<file path="src/rtl/codec_cmm_sad_acc_if.sv">
// ---------------------------------------------------------------------------
// codec_cmm_sad_acc_if
// Bundles the sample stream and result signals of the SAD accumulator.
//   master : producer of samples / consumer of results (upstream + search ctl)
//   slave  : the accumulator itself
// Signals:
//   input_vld  - diff is valid this cycle
//   diff       - unsigned absolute difference sample (DW bits)
//   blk_abort  - discard the partially accumulated block
//   sof        - start of a new search (also discards the partial block)
//   sad_vld    - one-cycle pulse, block SAD ready
//   sad        - registered block SAD (SW bits)
//   min_sad    - smallest SAD seen in the current search (SW bits)
//   min_idx    - index of the block that produced min_sad (IW bits)
// ---------------------------------------------------------------------------
interface codec_cmm_sad_acc_if #(
  parameter int DW = 8,
  parameter int SW = 12,
  parameter int IW = 8
);
  logic          input_vld;
  logic [DW-1:0] diff;
  logic          blk_abort;
  logic          sof;
  logic          sad_vld;
  logic [SW-1:0] sad;
  logic [SW-1:0] min_sad;
  logic [IW-1:0] min_idx;

  modport master (
    output input_vld, diff, blk_abort, sof,
    input  sad_vld, sad, min_sad, min_idx
  );

  modport slave (
    input  input_vld, diff, blk_abort, sof,
    output sad_vld, sad, min_sad, min_idx
  );
endinterface

</file>
<file path="src/rtl/codec_cmm_sad_acc.sv">
// ---------------------------------------------------------------------------
// codec_cmm_sad_acc
// Sum-of-absolute-differences accumulator for block matching. Sums BLK_NUM
// accepted diff samples into one block SAD, pulses sad_vld one cycle after
// the last sample, and optionally tracks the minimum SAD of a search.
//
// Optional feature macro: CODEC_SAD_MIN_TRACK_EN
//   defined   -> search-minimum tracker (blk_idx, min_valid, min_sad, min_idx)
//   undefined -> min_sad and min_idx are tied to zero
//
// Ports:
//   clk    - single clock, rising edge
//   rst_n  - asynchronous active-low reset
//   bus    - codec_cmm_sad_acc_if.slave (input_vld, diff, blk_abort, sof,
//            sad_vld, sad, min_sad, min_idx)
//
// Parameters: DW sample width, BLK_NUM samples per block (2..256),
//   SW SAD width (must be >= DW + clog2(BLK_NUM) so acc never wraps),
//   IW block-index width.
// ---------------------------------------------------------------------------
module codec_cmm_sad_acc #(
  parameter int DW      = 8,
  parameter int BLK_NUM = 16,
  parameter int SW      = 12,
  parameter int IW      = 8
) (
  input  logic                  clk,
  input  logic                  rst_n,
  codec_cmm_sad_acc_if.slave    bus
);

  localparam int CW = $clog2(BLK_NUM);
  localparam logic [CW-1:0] LAST = CW'(BLK_NUM - 1);

  typedef enum logic [0:0] {
    IDLE = 1'b0,
    ACC  = 1'b1
  } state_t;

  state_t        state;
  logic [CW-1:0] cnt;
  logic [SW-1:0] acc;
  logic          sad_vld;
  logic [SW-1:0] sad;

  logic [SW-1:0] diff_ext;
  logic [SW-1:0] blk_sum;
  logic          kill;
  logic          take;
  logic          blk_done;

  assign diff_ext = {{(SW-DW){1'b0}}, bus.diff};
  assign blk_sum  = acc + diff_ext;
  // sof and blk_abort both drop the sample of the same cycle
  assign kill     = bus.sof | bus.blk_abort;
  assign take     = bus.input_vld & ~kill;
  assign blk_done = take & (cnt == LAST);

  // Block accumulation FSM with registered sad / sad_vld
  always_ff @(posedge clk or negedge rst_n) begin
    if (!rst_n) begin
      state   <= IDLE;
      cnt     <= {CW{1'b0}};
      acc     <= {SW{1'b0}};
      sad     <= {SW{1'b0}};
      sad_vld <= 1'b0;
    end else begin
      sad_vld <= 1'b0;
      if (kill) begin
        state <= IDLE;
        cnt   <= {CW{1'b0}};
        acc   <= {SW{1'b0}};
      end else if (blk_done) begin
        // last sample: publish and clear in the same edge so the next block
        // can start on the very next cycle
        sad     <= blk_sum;
        sad_vld <= 1'b1;
        state   <= IDLE;
        cnt     <= {CW{1'b0}};
        acc     <= {SW{1'b0}};
      end else if (take) begin
        case (state)
          IDLE:    acc <= diff_ext;
          ACC:     acc <= blk_sum;
          default: acc <= blk_sum;
        endcase
        cnt   <= cnt + CW'(1);
        state <= ACC;
      end else begin
        state <= state;
        cnt   <= cnt;
        acc   <= acc;
      end
    end
  end

  assign bus.sad_vld = sad_vld;
  assign bus.sad     = sad;

`ifdef CODEC_SAD_MIN_TRACK_EN
  logic [IW-1:0] blk_idx;
  logic          min_valid;
  logic [SW-1:0] min_sad;
  logic [IW-1:0] min_idx;

  // Search-minimum tracker; updates on the same edge as sad
  always_ff @(posedge clk or negedge rst_n) begin
    if (!rst_n) begin
      blk_idx   <= {IW{1'b0}};
      min_valid <= 1'b0;
      min_sad   <= {SW{1'b0}};
      min_idx   <= {IW{1'b0}};
    end else if (bus.sof) begin
      // min_sad/min_idx intentionally hold until the next completed block
      blk_idx   <= {IW{1'b0}};
      min_valid <= 1'b0;
    end else if (blk_done) begin
      // strict less-than: the earliest block wins a tie
      if (!min_valid || (blk_sum < min_sad)) begin
        min_sad <= blk_sum;
        min_idx <= blk_idx;
      end else begin
        min_sad <= min_sad;
        min_idx <= min_idx;
      end
      min_valid <= 1'b1;
      blk_idx   <= blk_idx + IW'(1);
    end else begin
      blk_idx   <= blk_idx;
      min_valid <= min_valid;
    end
  end

  assign bus.min_sad = min_sad;
  assign bus.min_idx = min_idx;
`else
  assign bus.min_sad = {SW{1'b0}};
  assign bus.min_idx = {IW{1'b0}};
`endif

endmodule

</file>
<file path="src/flat_wrapper.sv">
// flat-port wrapper written by rule: the top's interface ports become plain ports
module codec_cmm_sad_acc_flat 
#(
  parameter int DW      = 8,
  parameter int BLK_NUM = 16,
  parameter int SW      = 12,
  parameter int IW      = 8
)
  (clk, rst_n, bus_input_vld, bus_diff, bus_blk_abort, bus_sof, bus_sad_vld, bus_sad, bus_min_sad, bus_min_idx);
  codec_cmm_sad_acc_if #(.DW(DW), .SW(SW), .IW(IW)) bus_i ();
  input  logic clk;
  input  logic rst_n;
  input wire logic [$bits(bus_i.input_vld)-1:0] bus_input_vld;
  input wire logic [$bits(bus_i.diff)-1:0] bus_diff;
  input wire logic [$bits(bus_i.blk_abort)-1:0] bus_blk_abort;
  input wire logic [$bits(bus_i.sof)-1:0] bus_sof;
  output wire logic [$bits(bus_i.sad_vld)-1:0] bus_sad_vld;
  output wire logic [$bits(bus_i.sad)-1:0] bus_sad;
  output wire logic [$bits(bus_i.min_sad)-1:0] bus_min_sad;
  output wire logic [$bits(bus_i.min_idx)-1:0] bus_min_idx;
  assign bus_i.input_vld = bus_input_vld;
  assign bus_i.diff = bus_diff;
  assign bus_i.blk_abort = bus_blk_abort;
  assign bus_i.sof = bus_sof;
  assign bus_sad_vld = bus_i.sad_vld;
  assign bus_sad = bus_i.sad;
  assign bus_min_sad = bus_i.min_sad;
  assign bus_min_idx = bus_i.min_idx;
  codec_cmm_sad_acc #(.DW(DW), .BLK_NUM(BLK_NUM), .SW(SW), .IW(IW)) u_core (.clk(clk), .rst_n(rst_n), .bus(bus_i));
endmodule
</file>
<file path="config.mk">
export PLATFORM = sky130hd
export DESIGN_NAME = codec_cmm_sad_acc_flat
export DESIGN_NICKNAME = d
export VERILOG_FILES = /design/src/rtl/codec_cmm_sad_acc_if.sv /design/src/rtl/codec_cmm_sad_acc.sv /design/src/flat_wrapper.sv
export SDC_FILE = /design/constraint.sdc
export NUM_CORES = 1
export LEC_CHECK = 0
export CORE_ASPECT_RATIO = 1.4
export CORE_MARGIN = 4
export CORE_UTILIZATION = 30
export DETAILED_ROUTE_END_ITERATION = 12
export DONT_BUFFER_PORTS = 1
export PLACE_DENSITY = 0.45
export SYNTH_ARGS = -nofsm -noshare
export SYNTH_HDL_FRONTEND = slang
export SYNTH_SLANG_ARGS = --single-unit
</file>
<file path="constraint.sdc">
create_clock -name clk -period 5.7 [get_ports clk]
set_input_delay 1.71 -clock clk [delete_from_list [all_inputs] [get_ports clk]]
set_output_delay 1.71 -clock clk [all_outputs]
set_load 0.01 [all_outputs]
</file>
==> flow_metrics.env, run 1 <==
export IMPL_status="finished clean"
export IMPL_synth_area_um2=1880
export IMPL_drive_above_1_share_pct=6.80
export IMPL_syn_to_final_growth_pct=4.34
export IMPL_path_max_fanout=4
export IMPL_dp_hpwl_mm=3.21
export IMPL_core_area_um2=5950
export IMPL_numPortBuffers=0
export IMPL_min_period_ns=3.25
export IMPL_p_leak_nw=0.931
export IMPL_arrival_ns=3.43
export IMPL_num_io_pins=46
export IMPL_synthFlopType="dfrtp_1"
export IMPL_synth_compound_area_share_pct=18.7
export IMPL_die_x_um=74.8
export IMPL_synthCells=206
export IMPL_drc=0
export IMPL_cts_tree="done"
export IMPL_start_util_pct=31.5
export IMPL_synth_adder_area_share_pct=7.07
export IMPL_first_global_vias=1428
export IMPL_clock_path_buffers=2
export IMPL_crit_type="input port to register"
export IMPL_fp_dieH_um=102
export IMPL_hp_class="register to register"
export IMPL_synth_top_area_share_pct=40.0
export IMPL_max_cap_viol_count=0
export IMPL_power_total_mw=0.450
export IMPL_avgSynthCellArea_um2=9.10
export IMPL_grt_usage_pct=12.6
export IMPL_slew_violations=0
export IMPL_rsz0062_at_grt="false"
export IMPL_power_density_nw_per_um2=230
export IMPL_cts_buffers=5
export IMPL_synthTopCellsByArea="dfrtp_1 40%, buf_4 8.0%, nand2_1 6.4%, ha_1 6.0%, o21ai_0 4.3%"
export IMPL_postCtsSetupBuffers=0
export IMPL_cp_num_buf_inv=1
export IMPL_place_gp_congestion=0.746
export IMPL_dp_slack_ns=2.16
export IMPL_antenna_found_initial=0
export IMPL_clock_fmax_mhz=307
export IMPL_wire_per_inst_um=15.7
export IMPL_clock_root_buffer="clkbuf_8"
export IMPL_synth_top_family_by_area="compound AO/OA/AOI/OAI gates"
export IMPL_ys_async_sr_fraction_pct=100
export IMPL_path_cells="ha_1, inv_1, fa_1, nor2b_1, o2111ai_1, a21oi_1, o2111ai_1, a31o_1"
export IMPL_synth_seq_cells=30
export IMPL_tns_ns=0
export IMPL_ys_seq_area_share_pct=40.0
export IMPL_crit_slowest_cell="fa_1"
export IMPL_cts_hold_repair_buffers=0
export IMPL_yosys_area_share_simple_pct=16.3
export IMPL_first_pass_iters=4
export IMPL_vias=1383
export IMPL_clkTransAtPathRegs_ns=0.07
export IMPL_finalSetupViolCount=0
export IMPL_worstMarginPinSlew_ns=0.678
export IMPL_routed_wl_mm=4.35
export IMPL_max_stage_delay_ns=0.40
export IMPL_synth_cell_types=42
export IMPL_ir_drop_v=0.0000947
export IMPL_cp_end_kind="register"
export IMPL_post_route_util_pct=32.9
export IMPL_grt_pass1_wl_mm=7.13
export IMPL_cp_start_kind="input port"
export IMPL_diodes=0
export IMPL_max_slew_margin_rel_pct=54.7
export IMPL_crit_top_cell="o2111ai_1"
export IMPL_grt_remaining_overflow=0
export IMPL_finalCritPeriodShare_pct=57.1
export IMPL_worst_slack_ns=2.45
export IMPL_layout_nets=228
export IMPL_antenna_left=0
export IMPL_synthMuxAreaShare_pct=2.74
export IMPL_h_tree_depth=2
export IMPL_grt_max_degree=31
export IMPL_required_ns=5.88
export IMPL_via_per_inst=5.01
export IMPL_post_cts_resize_count=0
export IMPL_yosys_area_top_type="dfrtp_1"
export IMPL_hold_viol_final=0
export IMPL_clkSinkCount=30
export IMPL_crit_family="compound AO/OA/AOI/OAI gates"
export IMPL_worstSkewPairLatency_ns=0.28
export IMPL_row_count=33
export IMPL_synth_xor_area_share_pct=4.20
export IMPL_yosysWarnings=0
export IMPL_drt_iter0_markers=36
export IMPL_clock_skew_ns=0.00383
export IMPL_die_area_um2=7600
export IMPL_synth_edff_count=0
-- metal layers --
layer,share of wire (%),vias to the layer above,global-route usage [%]
met5,0,-,0
met4,2.8,0,6.58
met3,6.6,8,3.38
met2,51,42,22.1
met1,39,657,13.4
li1,-,676,-
-- placed cells by master (no fill, tap or decap), types with 2 or more instances in the layout --
cell type  Yosys  layout
xnor2_1        5       5
a211o_1        2       2
nand2_1       32      32
a21o_1         3       3
mux2i_1        4       4
o21ai_0       16      16
nand3_1        4       4
nor3b_1        4       4
inv_1          6       6
nand4_1        2       2
conb_1         1      20
ha_1           9       9
dfrtp_1       30      30
nor2b_1        3       3
xor2_1         4       4
a21oi_1       11      11
o21a_1         2       2
o21ai_1        4       4
nand2b_1       2       2
clkbuf_8       0       6
nor3_1         6       6
o31ai_1        2       2
o2111ai_1      2       2
nor2_1         6       6
a31o_1         2       2
-- power breakdown --
part,switching [mW],internal (mW)
logic,0.0300,0.0155
clock network,0.0882,0.0970
registers,0.00300,0.216
-- synthesized netlist by cell type, types with 4 or more instances --
cell,instances
nand2_1,32
dfrtp_1,30
buf_4,20
o21ai_0,16
a21oi_1,11
ha_1,9
clkbuf_1,8
inv_1,6
nor2_1,6
nor3_1,6
xnor2_1,5
mux2i_1,4
nand3_1,4
nor3b_1,4
o21ai_1,4
xor2_1,4
-- through the flow --
step | instance area, µm² | hold WS (ns) | cells
3_5_place_dp | 1860 | 0.481 | 268
2_1_floorplan | 1950 | 0.454 | 225
6_report | 1960 | 0.489 | 276
5_1_grt | 1960 | 0.534 | 276
4_1_cts | 1960 | 0.496 | 276
3_3_place_gp | 1860 | 0.475 | 268
-- final cells by class --
type | instances | area (µm²)
tap | 70 | 87.6
timing repair buffer | 1 | 7.51
sequential | 30 | 751
clock inverter | 2 | 12.5
fill | 629 | 3990
multi-input combinational | 161 | 993
inverter | 6 | 22.5
clock buffer | 6 | 82.6
-- worst reg2reg max path: cells and delay by family (launching register included) --
kind / cells / cell delay (ns)
buffers and inverters: 1 / 0.07
adder cells (fa/ha/maj): 2 / 0.59
flip-flops: 1 / 0.36
AND/OR/NAND/NOR: 1 / 0.16
AO/OA/AOI/OAI: 4 / 0.93
-- final timing paths --
check | startpoint | to | slack (ns) | depth (start not counted)
worst max-delay path | bus_diff[0] | u_core.bus.sad[10] | 2.45 | 8
worst min-delay path | u_core.acc[2] | u_core.acc[2] | 0.49 | 2
worst max register to register | u_core.acc[0] | u_core.bus.sad[10] | 3.49 | 8
worst min register to register | u_core.acc[2] | u_core.acc[2] | 0.49 | 2
max in group asynchronous | rst_n | u_core.acc[2] | 4.50 | 0
min in group asynchronous | rst_n | u_core.cnt[0] | 1.11 | 0
-- state kept, by name (all words and copies together) (netlist names) --
register / cells
u_core.acc: 12
u_core.bus.sad: 12
u_core.bus.sad_vld: 1
u_core.cnt: 4
u_core.state: 1
-- cells by family after synthesis --
logic type	count (synthesis)
AOI/OAI and AO/OA	53
xor gates and xnor gates	9
adders and majority gates	10
buffers and inverters	34
DFF	30
muxes	5
other	1
and+or+nand+nor	64
(Power assumes the default switching activity.)
==> run 2: changes to the inputs <==
--- a/config.mk
+++ b/config.mk
@@ -10,7 +10,7 @@
 export CORE_UTILIZATION = 30
 export DETAILED_ROUTE_END_ITERATION = 12
 export DONT_BUFFER_PORTS = 1
-export PLACE_DENSITY = 0.45
+export PLACE_DENSITY = 0.46
 export SYNTH_ARGS = -nofsm -noshare
 export SYNTH_HDL_FRONTEND = slang
 export SYNTH_SLANG_ARGS = --single-unit
==> constraint.sdc (replaced) <==
create_clock -name clk -period 2.9 [get_ports clk]
set_input_delay 0.87 -clock clk [delete_from_list [all_inputs] [get_ports clk]]
set_output_delay 0.87 -clock clk [all_outputs]
set_load 0.01 [all_outputs]
==> run 2 against run 1 <==
Design area rose by 3.2%. Global-route usage down 0.39 points. Routed wire length rose by 0.39%. Hold slack worse by 0.22 ns. Die area is the same. Utilization up 1.1 points. Sequential share of layout area fell by 1.2 points. Clock skew up 0.0039 ns. Combinational power grew 98%. Non-clock buffer count is 2 higher. Clock power rose to 2.9 times the previous value. Setup slack worse by 2.0 ns. Highest routed layer unchanged.
==> flow_metrics.env, run 2 (synthesis gave the netlist of run 1 again) <==
export IMPL_vias=1367
export IMPL_crit_family="compound AO/OA/AOI/OAI gates"
export IMPL_num_io_pins=46
export IMPL_hold_viol_final=0
export IMPL_die_area_um2=7600
export IMPL_power_total_mw=1.06
export IMPL_worst_slack_ns=0.466
export IMPL_syn_to_final_growth_pct=7.67
export IMPL_status="finished clean"
export IMPL_stdcell_area_um2=2020
export IMPL_required_ns=3.07
export IMPL_dp_hpwl_mm=3.25
export IMPL_crit_type="input port to register"
export IMPL_postCtsSetupBuffers=0
export IMPL_cts_tree="done"
export IMPL_worstSkewPairLatency_ns=0.29
export IMPL_slew_violations=0
export IMPL_clock_skew_ns=0.00775
export IMPL_path_cells="ha_1, inv_1, fa_1, nor2b_1, o2111ai_1, a21oi_1, o2111ai_1, a31o_1"
export IMPL_dp_slack_ns=0.184
export IMPL_grt_remaining_overflow=0
export IMPL_die_x_um=74.8
export IMPL_finalSetupViolCount=0
export IMPL_clkSinkCount=30
export IMPL_place_gp_congestion=0.728
export IMPL_cp_start_kind="input port"
export IMPL_place_area_um2=1880
export IMPL_cp_num_buf_inv=1
export IMPL_path_max_fanout=4
export IMPL_clock_fmax_mhz=411
export IMPL_place_inst=270
export IMPL_h_tree_depth=2
export IMPL_p_leak_nw=0.964
export IMPL_diodes=0
export IMPL_wire_per_inst_um=15.7
export IMPL_ir_drop_v=0.000227
export IMPL_rsz0062_at_grt="false"
export IMPL_crit_slowest_cell="fa_1"
export IMPL_first_global_vias=1322
export IMPL_hp_class="input port to async pin"
export IMPL_cts_buffers=5
export IMPL_first_pass_iters=4
export IMPL_power_density_nw_per_um2=525
export IMPL_layout_nets=230
export IMPL_core_area_um2=5950
export IMPL_grt_pass1_wl_mm=6.86
export IMPL_top_regs="u_core.acc: 12 flops, u_core.bus.sad: 12 flops, u_core.cnt: 4 flops"
export IMPL_crit_top_cell="o2111ai_1"
export IMPL_numPortBuffers=0
export IMPL_max_stage_delay_ns=0.39
export IMPL_finalCritPeriodShare_pct=83.9
export IMPL_cp_end_kind="register"
export IMPL_antenna_found_initial=0
export IMPL_antenna_left=0
export IMPL_arrival_ns=2.61
export IMPL_grt_usage_pct=12.2
export IMPL_layout_common_cells="32 x nand2_1, 30 x dfrtp_1, 20 x conb_1, 16 x o21ai_0, 11 x a21oi_1"
export IMPL_grt_max_degree=31
export IMPL_fp_dieH_um=102
export IMPL_post_cts_resize_count=0
export IMPL_drive_above_1_share_pct=7.69
export IMPL_cts_hold_repair_buffers=0
export IMPL_fin_cells=278
export IMPL_routed_wl_mm=4.36
export IMPL_clock_path_buffers=2
export IMPL_min_period_ns=2.43
export IMPL_clkTransAtPathRegs_ns=0.07
export IMPL_drt_iter0_markers=36
export IMPL_clock_root_buffer="clkbuf_8"
export IMPL_drc=0
export IMPL_via_per_inst=4.92
export IMPL_layout_commonest_cell="nand2_1"
export IMPL_max_cap_viol_count=0
export IMPL_start_util_pct=31.5
export IMPL_tns_ns=0
export IMPL_row_count=33
run 2: changes by cell type in the layout (fill, tap and decap cells not counted):
cell and change:
clkinvlp_4 -1, clkinv_2 -1, buf_4 +2, bufinv_16 +2
run 2: power by group:
part / internal [mW] / switching [mW] / total [mW]
Clock: 0.367 / 0.173 / 0.540
Sequential: 0.424 / 0.00613 / 0.430
Combinational: 0.0310 / 0.0589 / 0.0899
Total: 0.822 / 0.238 / 1.06
run 2: area by class of cell:
class	instances	area [µm²]
sequential	30	751
clock inverter	2	60.1
timing repair buffer	3	22.5
clock buffer	6	82.6
fill	628	3930
tap	70	87.6
inverter	6	22.5
multi-input combinational	161	993
run 2: metrics by stage:
| step | util [%] | hold slack [ns] |
|---|---|---|
| final | 34.0 | 0.268 |
| after global routing | 34.0 | 0.254 |
| after CTS | 34.0 | 0.262 |
| after detailed placement | 31.6 | 0.492 |
| after global placement | 31.6 | 0.479 |
| after floorplan | - | 0.454 |
run 2: final timing paths:
path                                      end  cells past startpoint     startpoint  slack [ns]
min in group clk                u_core.acc[0]                      2  u_core.acc[0]        0.50
max in group asynchronous      u_core.acc[11]                      0          rst_n        2.54
max                        u_core.bus.sad[10]                      8    bus_diff[0]        0.47
min reg2reg                     u_core.acc[0]                      2  u_core.acc[0]        0.50
max reg2reg                u_core.bus.sad[10]                      8  u_core.acc[0]        0.67
min                             u_core.acc[3]                      0          rst_n        0.27
run 2: layer usage:
metal	up-vias	wire length [µm]	track usage (%)
met5	-	0	0
met3	8	295	3.57
met1	640	1720	14.3
li1	676	-	-
met4	0	143	6.16
met2	43	2210	19.9
